$ cat config.mk
export PLATFORM = sky130hd
export DESIGN_NAME = flash_wb_ctrl
export DESIGN_NICKNAME = d
export VERILOG_FILES = /design/src/rtl/flash_ctrl_pkg.sv /design/src/rtl/flash_ry_sync.sv /design/src/rtl/flash_wb_ctrl.sv
export SDC_FILE = /design/constraint.sdc
export NUM_CORES = 1
export LEC_CHECK = 0
export CORE_UTILIZATION = 30
export CTS_CLUSTER_DIAMETER = 60
export DETAILED_ROUTE_END_ITERATION = 10
export MAX_ROUTING_LAYER = met4
export SLEW_MARGIN = 15
export SYNTH_ARGS = -nofsm -noshare
export SYNTH_HDL_FRONTEND = slang
export SYNTH_SLANG_ARGS = --single-unit
$ cat constraint.sdc
create_clock -name clk -period 3.95 [get_ports clk]
set_input_delay 1.185 -clock clk [delete_from_list [all_inputs] [get_ports clk]]
set_output_delay 1.185 -clock clk [all_outputs]
set_load 0.01 [all_outputs]
$ cat src/rtl/flash_ctrl_pkg.sv
// Shared state encoding, default timing and byte-lane constants for the
// Wishbone-to-parallel-NOR flash controller.
package flash_ctrl_pkg;

   localparam int RD_WAIT_DEF    = 7;
   localparam int WE_PULSE_DEF   = 3;
   localparam int RST_CYCLES_DEF = 25;

   localparam logic [3:0] SEL_HI = 4'b1100;
   localparam logic [3:0] SEL_LO = 4'b0011;

   typedef enum logic [2:0] {
      RST_HOLD,
      IDLE,
      RD_HI,
      RD_LO,
      WR_SETUP,
      WR_PULSE,
      WR_HOLD,
      DONE
   } flash_state_t;

   // A flash write moves exactly one 16-bit half of the Wishbone word.
   function automatic logic is_legal_write_sel(input logic [3:0] sel);
      return (sel == SEL_HI) || (sel == SEL_LO);
   endfunction

endpackage

$ cat src/rtl/flash_ry_sync.sv
// Two-flop synchronizer bringing the flash ready/busy pin into the clk domain.
module flash_ry_sync (
   input  logic clk,
   input  logic rst,
   input  logic async_in,
   output logic sync_out
);

   logic meta;

   always_ff @(posedge clk or posedge rst) begin
      if (rst) begin
         meta     <= 1'b0;
         sync_out <= 1'b0;
      end else begin
         meta     <= async_in;
         sync_out <= meta;
      end
   end

endmodule

$ cat src/rtl/flash_wb_ctrl.sv
// Wishbone classic slave driving a 16-bit NOR flash: 32-bit reads as two
// big-endian halves, 16-bit half-word writes, and a ready/busy status register.
module flash_wb_ctrl
   import flash_ctrl_pkg::*;
#(
   parameter int RD_WAIT    = RD_WAIT_DEF,
   parameter int WE_PULSE   = WE_PULSE_DEF,
   parameter int RST_CYCLES = RST_CYCLES_DEF
) (
   input  logic        clk,
   input  logic        rst,
   input  logic [23:0] wb_adr_i,
   input  logic [31:0] wb_dat_i,
   output logic [31:0] wb_dat_o,
   input  logic [3:0]  wb_sel_i,
   input  logic        wb_we_i,
   input  logic        wb_cyc_i,
   input  logic        wb_stb_i,
   output logic        wb_ack_o,
   output logic        wb_err_o,
   output logic [21:0] flash_addr,
   input  logic [15:0] flash_dq_i,
   output logic [15:0] flash_dq_o,
   output logic        flash_dq_oe,
   output logic        flash_ce_n,
   output logic        flash_oe_n,
   output logic        flash_we_n,
   output logic        flash_reset_n,
   output logic        flash_wp_n,
   output logic        flash_byte_n,
   input  logic        flash_ry
);

   flash_state_t state;
   logic [7:0]   cnt;
   logic [20:0]  word_q;
   logic         aborted;
   logic         ry_sync;
   logic         term_ok;
   logic         unused_adr_bits;

   assign flash_wp_n      = 1'b1;
   assign flash_byte_n    = 1'b1;
   assign unused_adr_bits = ^wb_adr_i[1:0];
   assign term_ok         = !aborted && wb_cyc_i;

   flash_ry_sync u_ry_sync (
      .clk      (clk),
      .rst      (rst),
      .async_in (flash_ry),
      .sync_out (ry_sync)
   );

   // One FSM with a shared down-counter. A master that drops cyc mid-access
   // still lets the flash cycle finish; only the termination is withheld.
   always_ff @(posedge clk or posedge rst) begin
      if (rst) begin
         state         <= RST_HOLD;
         cnt           <= 8'(RST_CYCLES - 1);
         word_q        <= '0;
         aborted       <= 1'b0;
         flash_reset_n <= 1'b0;
         flash_ce_n    <= 1'b1;
         flash_oe_n    <= 1'b1;
         flash_we_n    <= 1'b1;
         flash_dq_oe   <= 1'b0;
         flash_dq_o    <= '0;
         flash_addr    <= '0;
         wb_dat_o      <= '0;
         wb_ack_o      <= 1'b0;
         wb_err_o      <= 1'b0;
      end else begin
         wb_ack_o <= 1'b0;
         wb_err_o <= 1'b0;
         if (state inside {RD_HI, RD_LO, WR_SETUP, WR_PULSE, WR_HOLD} && !wb_cyc_i)
            aborted <= 1'b1;

         case (state)
            RST_HOLD: begin
               if (cnt == 8'd0) begin
                  state         <= IDLE;
                  flash_reset_n <= 1'b1;
               end else begin
                  cnt <= cnt - 8'd1;
               end
            end

            IDLE: begin
               if (wb_cyc_i && wb_stb_i) begin
                  aborted <= 1'b0;
                  word_q  <= wb_adr_i[22:2];
                  if (wb_adr_i[23]) begin
                     state    <= DONE;
                     wb_ack_o <= 1'b1;
                     if (!wb_we_i)
                        wb_dat_o <= {31'b0, ry_sync};
                  end else if (!wb_we_i) begin
                     state      <= RD_HI;
                     cnt        <= 8'(RD_WAIT - 1);
                     flash_addr <= {wb_adr_i[22:2], 1'b0};
                     flash_ce_n <= 1'b0;
                     flash_oe_n <= 1'b0;
                  end else if (is_legal_write_sel(wb_sel_i)) begin
                     state       <= WR_SETUP;
                     flash_addr  <= {wb_adr_i[22:2], wb_sel_i == SEL_LO};
                     flash_dq_o  <= (wb_sel_i == SEL_HI) ? wb_dat_i[31:16] : wb_dat_i[15:0];
                     flash_ce_n  <= 1'b0;
                     flash_dq_oe <= 1'b1;
                  end else begin
                     state    <= DONE;
                     wb_err_o <= 1'b1;
                  end
               end
            end

            RD_HI: begin
               if (cnt == 8'd0) begin
                  wb_dat_o[31:16] <= flash_dq_i;
                  flash_addr      <= {word_q, 1'b1};
                  cnt             <= 8'(RD_WAIT - 1);
                  state           <= RD_LO;
               end else begin
                  cnt <= cnt - 8'd1;
               end
            end

            RD_LO: begin
               if (cnt == 8'd0) begin
                  wb_dat_o[15:0] <= flash_dq_i;
                  flash_ce_n     <= 1'b1;
                  flash_oe_n     <= 1'b1;
                  wb_ack_o       <= term_ok;
                  state          <= DONE;
               end else begin
                  cnt <= cnt - 8'd1;
               end
            end

            WR_SETUP: begin
               flash_we_n <= 1'b0;
               cnt        <= 8'(WE_PULSE - 1);
               state      <= WR_PULSE;
            end

            WR_PULSE: begin
               if (cnt == 8'd0) begin
                  flash_we_n <= 1'b1;
                  state      <= WR_HOLD;
               end else begin
                  cnt <= cnt - 8'd1;
               end
            end

            WR_HOLD: begin
               flash_ce_n  <= 1'b1;
               flash_dq_oe <= 1'b0;
               wb_ack_o    <= term_ok;
               state       <= DONE;
            end

            DONE: state <= IDLE;

            default: state <= IDLE;
         endcase
      end
   end

endmodule

# Yosys cells after proc, flatten, opt, wreduce, memory -nomap -nowiden
# Cells that the tools add are included.
# totals
output_inout_bits	79
in_bits	82
word_cells	124
register_bits	112
# op_classes
eq_ne	21
reduce_logical	28
bitwise_logic	1
n_addsub	1
n_mux	56
# op_table
op	count
22-bit two-way mux	5
32-bit two-way mux	3
16-bit one-hot mux with 2 select lines	2
5-bit AND reduction	9
22-bit one-hot mux with 2 select lines	1
8-bit two-way mux	5
16-bit two-way mux	2
8-bit one-hot mux with 4 select lines	1
3-bit one-hot mux with 8 select lines	1
1-bit two-way mux	23
3-bit two-way mux	7
2-bit inequality test, second input constant	8
3-bit == test, second input constant	4
8-bit zero test	1
2-bit nonzero test	4
8-bit by 1-bit subtractor with 8-bit output, second input constant	1
3-bit by 2-bit == test with 1-bit output, second input constant	2
2-bit by 1-bit inequality test with 1-bit output, second input constant	3
1-bit one-hot mux with 2 select lines	3
1-bit one-hot mux with 3 select lines	2
2-bit AND reduction	3
5-bit nonzero test	1
4-bit by 2-bit == test with 1-bit output, second input constant	1
4-bit == test, second input constant	1
11 further kinds	14

# Depth between registers and ports, before layout
# depth
ltp_word	7
depth_mapped	8

# Hierarchy
# A second synthesis with hierarchy kept.
# hier_totals
cells_unflattened	461
area_unflattened_um2	5168.7
# by_module_without_submodules
module	area_each_um2	cells_per_inst	instances
flash_wb_ctrl	5114.9	458	1
flash_ry_sync	53.8	3	1

# Worst setup path after synthesis
# No wires, ideal clock.
# synth_path
path_type	input -> register
start	in wb_sel_i[0]
end	reg flash_addr[10]
path_stages	6
path_slack_ns	1.260
path_buffers	2
t_arrival_ns	2.565
cell_sequence	and4bb_2 > buf_6 > nor3_1 > o32ai_2 > buf_6 > mux2_4
# synth_between
elab_chain_len	4
elab_cells_between_ends	5
# synth_rtl
item	line	rtl
start: declaration	flash_wb_ctrl.sv:15	input logic [3:0] wb_sel_i,
4-bit == test / 4-bit by 2-bit == test with 1-bit output (equally long branches)	flash_ctrl_pkg.sv:25	return (sel == SEL_HI) || (sel == SEL_LO);
1-bit logical OR (*)	flash_ctrl_pkg.sv:25	
3-bit inequality test (no line) (*)	--	
5-bit AND reduction (no line) (*)	--	
end signal: assignment	flash_wb_ctrl.sv:100	flash_addr <= {wb_adr_i[22:2], 1'b0};
end signal: assignment	flash_wb_ctrl.sv:105	flash_addr <= {wb_adr_i[22:2], wb_sel_i == SEL_LO};
end signal: assignment	flash_wb_ctrl.sv:119	flash_addr <= {word_q, 1'b1};
end: declaration	flash_wb_ctrl.sv:21	output logic [21:0] flash_addr,
# Every way passes the cells marked *; elsewhere a longest branch is shown, timed or not.
# A chain may end at the register's enable or synchronous reset.

# Worst setup path in the final report
# layout_path
start	in wb_sel_i[3]
end	reg flash_addr[21]
# The elaborated chain is that of the path after synthesis.

==> qor.txt <==
run status = finished clean
Boundary Pins = 161
fill count = 1611
Setup Skew = 8.57 ps
Util after Layout = 0.433
DP Wirelength = 9880 um
H-tree depth = 3
post-synthesis mux area share = 0.198
total grt overflow = 0
vias in the first global route = 4171
Die ar. = 0.0186 mm2
PortBufs = 156
number of diodes = 0
Worst-Skew Late Latency = 350 ps
synthesized cell area = 0.00543 mm2
most numerous cell in the Yosys netlist = nand2_1
# nets final = 743
root buffer cell = clkbuf_16
CTS tree = done
IR drop worst, VDD = 0.000194 V
Synth area leader = dfrtp_1
largest net degree at the start of global routing = 42
Post-route DRC = 0
chip width = 137 um
Initial Utilization = 0.311
Pleak = 3.41 nW
RSZ-0062 raised after global routing = no
max_cap viols = 0
# hold bufs at CTS = 0
CP endpoint kind = flip-flop
WS Path Type = input port to flip-flop
Clock Path Buffers = 2
Post-Synthesis Cells = 507
ys flop type = dfrtp_1
Rel. slew slack = 0.291
worst-margin pin slew = 1060 ps
total track usage = 0.156
layout cells sized above 1 = 0.140
Synth Area in Compound Gates = 0.0682
fmax = 312 MHz
largest family of logic cells by synthesized area = multiplexers
routed length per placed instance = 15.5 um
syn_area_per_cell = 10.7 um2
Initial DRC Count = 192
Core Box Area = 0.0175 mm2
worst min-delay path category = flip-flop to flip-flop
DR vias = 4164
initial antenna violation count = 0
largest cells by area after synthesis = dfrtp_1, mux2i_1, nand2_1, mux2_4, mux2_2
synth unique cells = 58
simple logic cell fraction of the synthesized area = 0.141
Clock transition at path regs = 80 ps
Yosys top cell area share = 0.493
area share of fa/ha/maj cells after synthesis = 0.00461
final setup TNS = 0 ps
WP data arrival = 3440 ps
clock period minus final worst setup slack = 3200 ps
die height = 137 um
pwr/cell area = 303 mW/mm2
Setup crit start kind = input port
Slew Viols, Final = 0
Yosys reg bits = 112
antenna-violating nets left = 0
Placer Congestion = 0.787
DP Cell Count = 873
critical-path maximum fanout = 15
first-pass GRT wire length = 21700 um
post-CTS sizing = 0
Critical Path RT = 4190 ps
overall power = 2.29 mW
Tcrit/Tclk final = 0.810
final setup fails = 0
Routed WL = 13800 um
final hold vios = 0
DR vias/cell = 4.68
EDFF count, synth = 0
std cell rows = 48
Post-synth top cells = nand2_1, dfrtp_1, mux2i_1
DR pass1 iterations = 4
cts bufs inserted = 9
Post-Layout Cell Count = 889
yosys synthesis warning count = 0
Sink Count = 112
Setup Fix Bufs, Post-CTS = 0
Seq/Total Area, Yosys = 0.518
XOR/XNOR Fraction of Synth Area = 0.00323
area growth from synthesis to layout = 39.3%
Post-synth ARST share = 1.00
## layout by cell type (no fill, tap or decap), types with 3 or more instances in the layout
cell	n
clkdlybuf4s50_1	156
nand2_1	116
dfrtp_1	107
mux2i_1	52
inv_1	46
mux2_2	24
o21ai_0	22
mux2_4	19
buf_4	14
clkbuf_16	9
nand4_1	6
a21oi_1	6
nor2_1	6
dfstp_2	5
nor2b_1	4
o221ai_1	4
nand3_1	3
clkbuf_8	3
## stage by stage
step	hold slack, ps	area (um2)	worst slack (ps)
floorplan	331	5440	1260
global placement	340	7240	402
detailed placement	351	7240	345
CTS	368	7560	725
global route	378	7560	700
finish	365	7560	750
## power breakdown
part           switching, mW  internal (mW)
clock network          0.431          0.553
registers            0.00203           1.15
logic                 0.0610         0.0923
total                  0.494           1.79
## cell families (layout without fill, tap and decap cells)
logic type | Yosys count | after routing
compound gates | 55 | 55
xor+xnor | 2 | 2
fa+ha+maj | 2 | 2
buf+inv | 78 | 234
flops | 112 | 112
mux | 95 | 95
other cells | 1 | 2
simple gates | 162 | 162
## per-layer routing
metal,routed length (um),track usage,up-vias,part of all wire
li1,-,-,2001,-
met1,6170,0.193,2034,0.45
met2,6620,0.251,119,0.48
met3,806,0.0422,10,0.059
met4,165,0.0377,0,0.012
met5,0,-,-,0
## critical path, cell delays in order
cell             delay [ps]
clkdlybuf4s50_1         420
and4bb_2                390
nor3_1                  130
o32ai_4                 530
buf_4                   410
mux2_2                  370
## state kept, by name (all words and copies together) (netlist names)
name,cells
wb_dat_o,32
flash_addr,22
word_q,21
flash_dq_o,16
cnt,8
state,3
aborted,1
flash_ce_n,1
flash_dq_oe,1
flash_oe_n,1
flash_reset_n,1
flash_we_n,1
u_ry_sync.meta,1
u_ry_sync.sync_out,1
wb_ack_o,1
wb_err_o,1
## worst paths after layout
check                      cells past startpoint                     start                      endpoint  slack [ps]
min reg2reg                                    0  u_ry_sync.meta$_DFF_PP0_  u_ry_sync.sync_out$_DFF_PP0_         370
min in group asynchronous                      2                       rst      wb_dat_o[16]$_DFFE_PP0P_        1270
min                                            0  u_ry_sync.meta$_DFF_PP0_  u_ry_sync.sync_out$_DFF_PP0_         370
max in group asynchronous                      3                       rst     flash_dq_o[1]$_DFFE_PP0P_        1930
max                                            6               wb_sel_i[3]    flash_addr[21]$_DFFE_PP0P_         750
max reg2reg                                    5      state[1]$_DFFE_PP0P_    flash_addr[21]$_DFFE_PP0P_        1290
## cell type report
| class | instances | area [um2] | area share |
|---|---|---|---|
| well taps | 225 | 282 | 0.0372 |
| inverters | 47 | 180 | 0.0238 |
| repair buffers | 171 | 1690 | 0.223 |
| clock inverters | 4 | 58.8 | 0.00778 |
| flip-flops and latches | 112 | 2810 | 0.371 |
| clock buffers | 12 | 267 | 0.0352 |
| multi-input cells | 318 | 2280 | 0.302 |
Note: power is estimated with default switching activity, not from simulation.
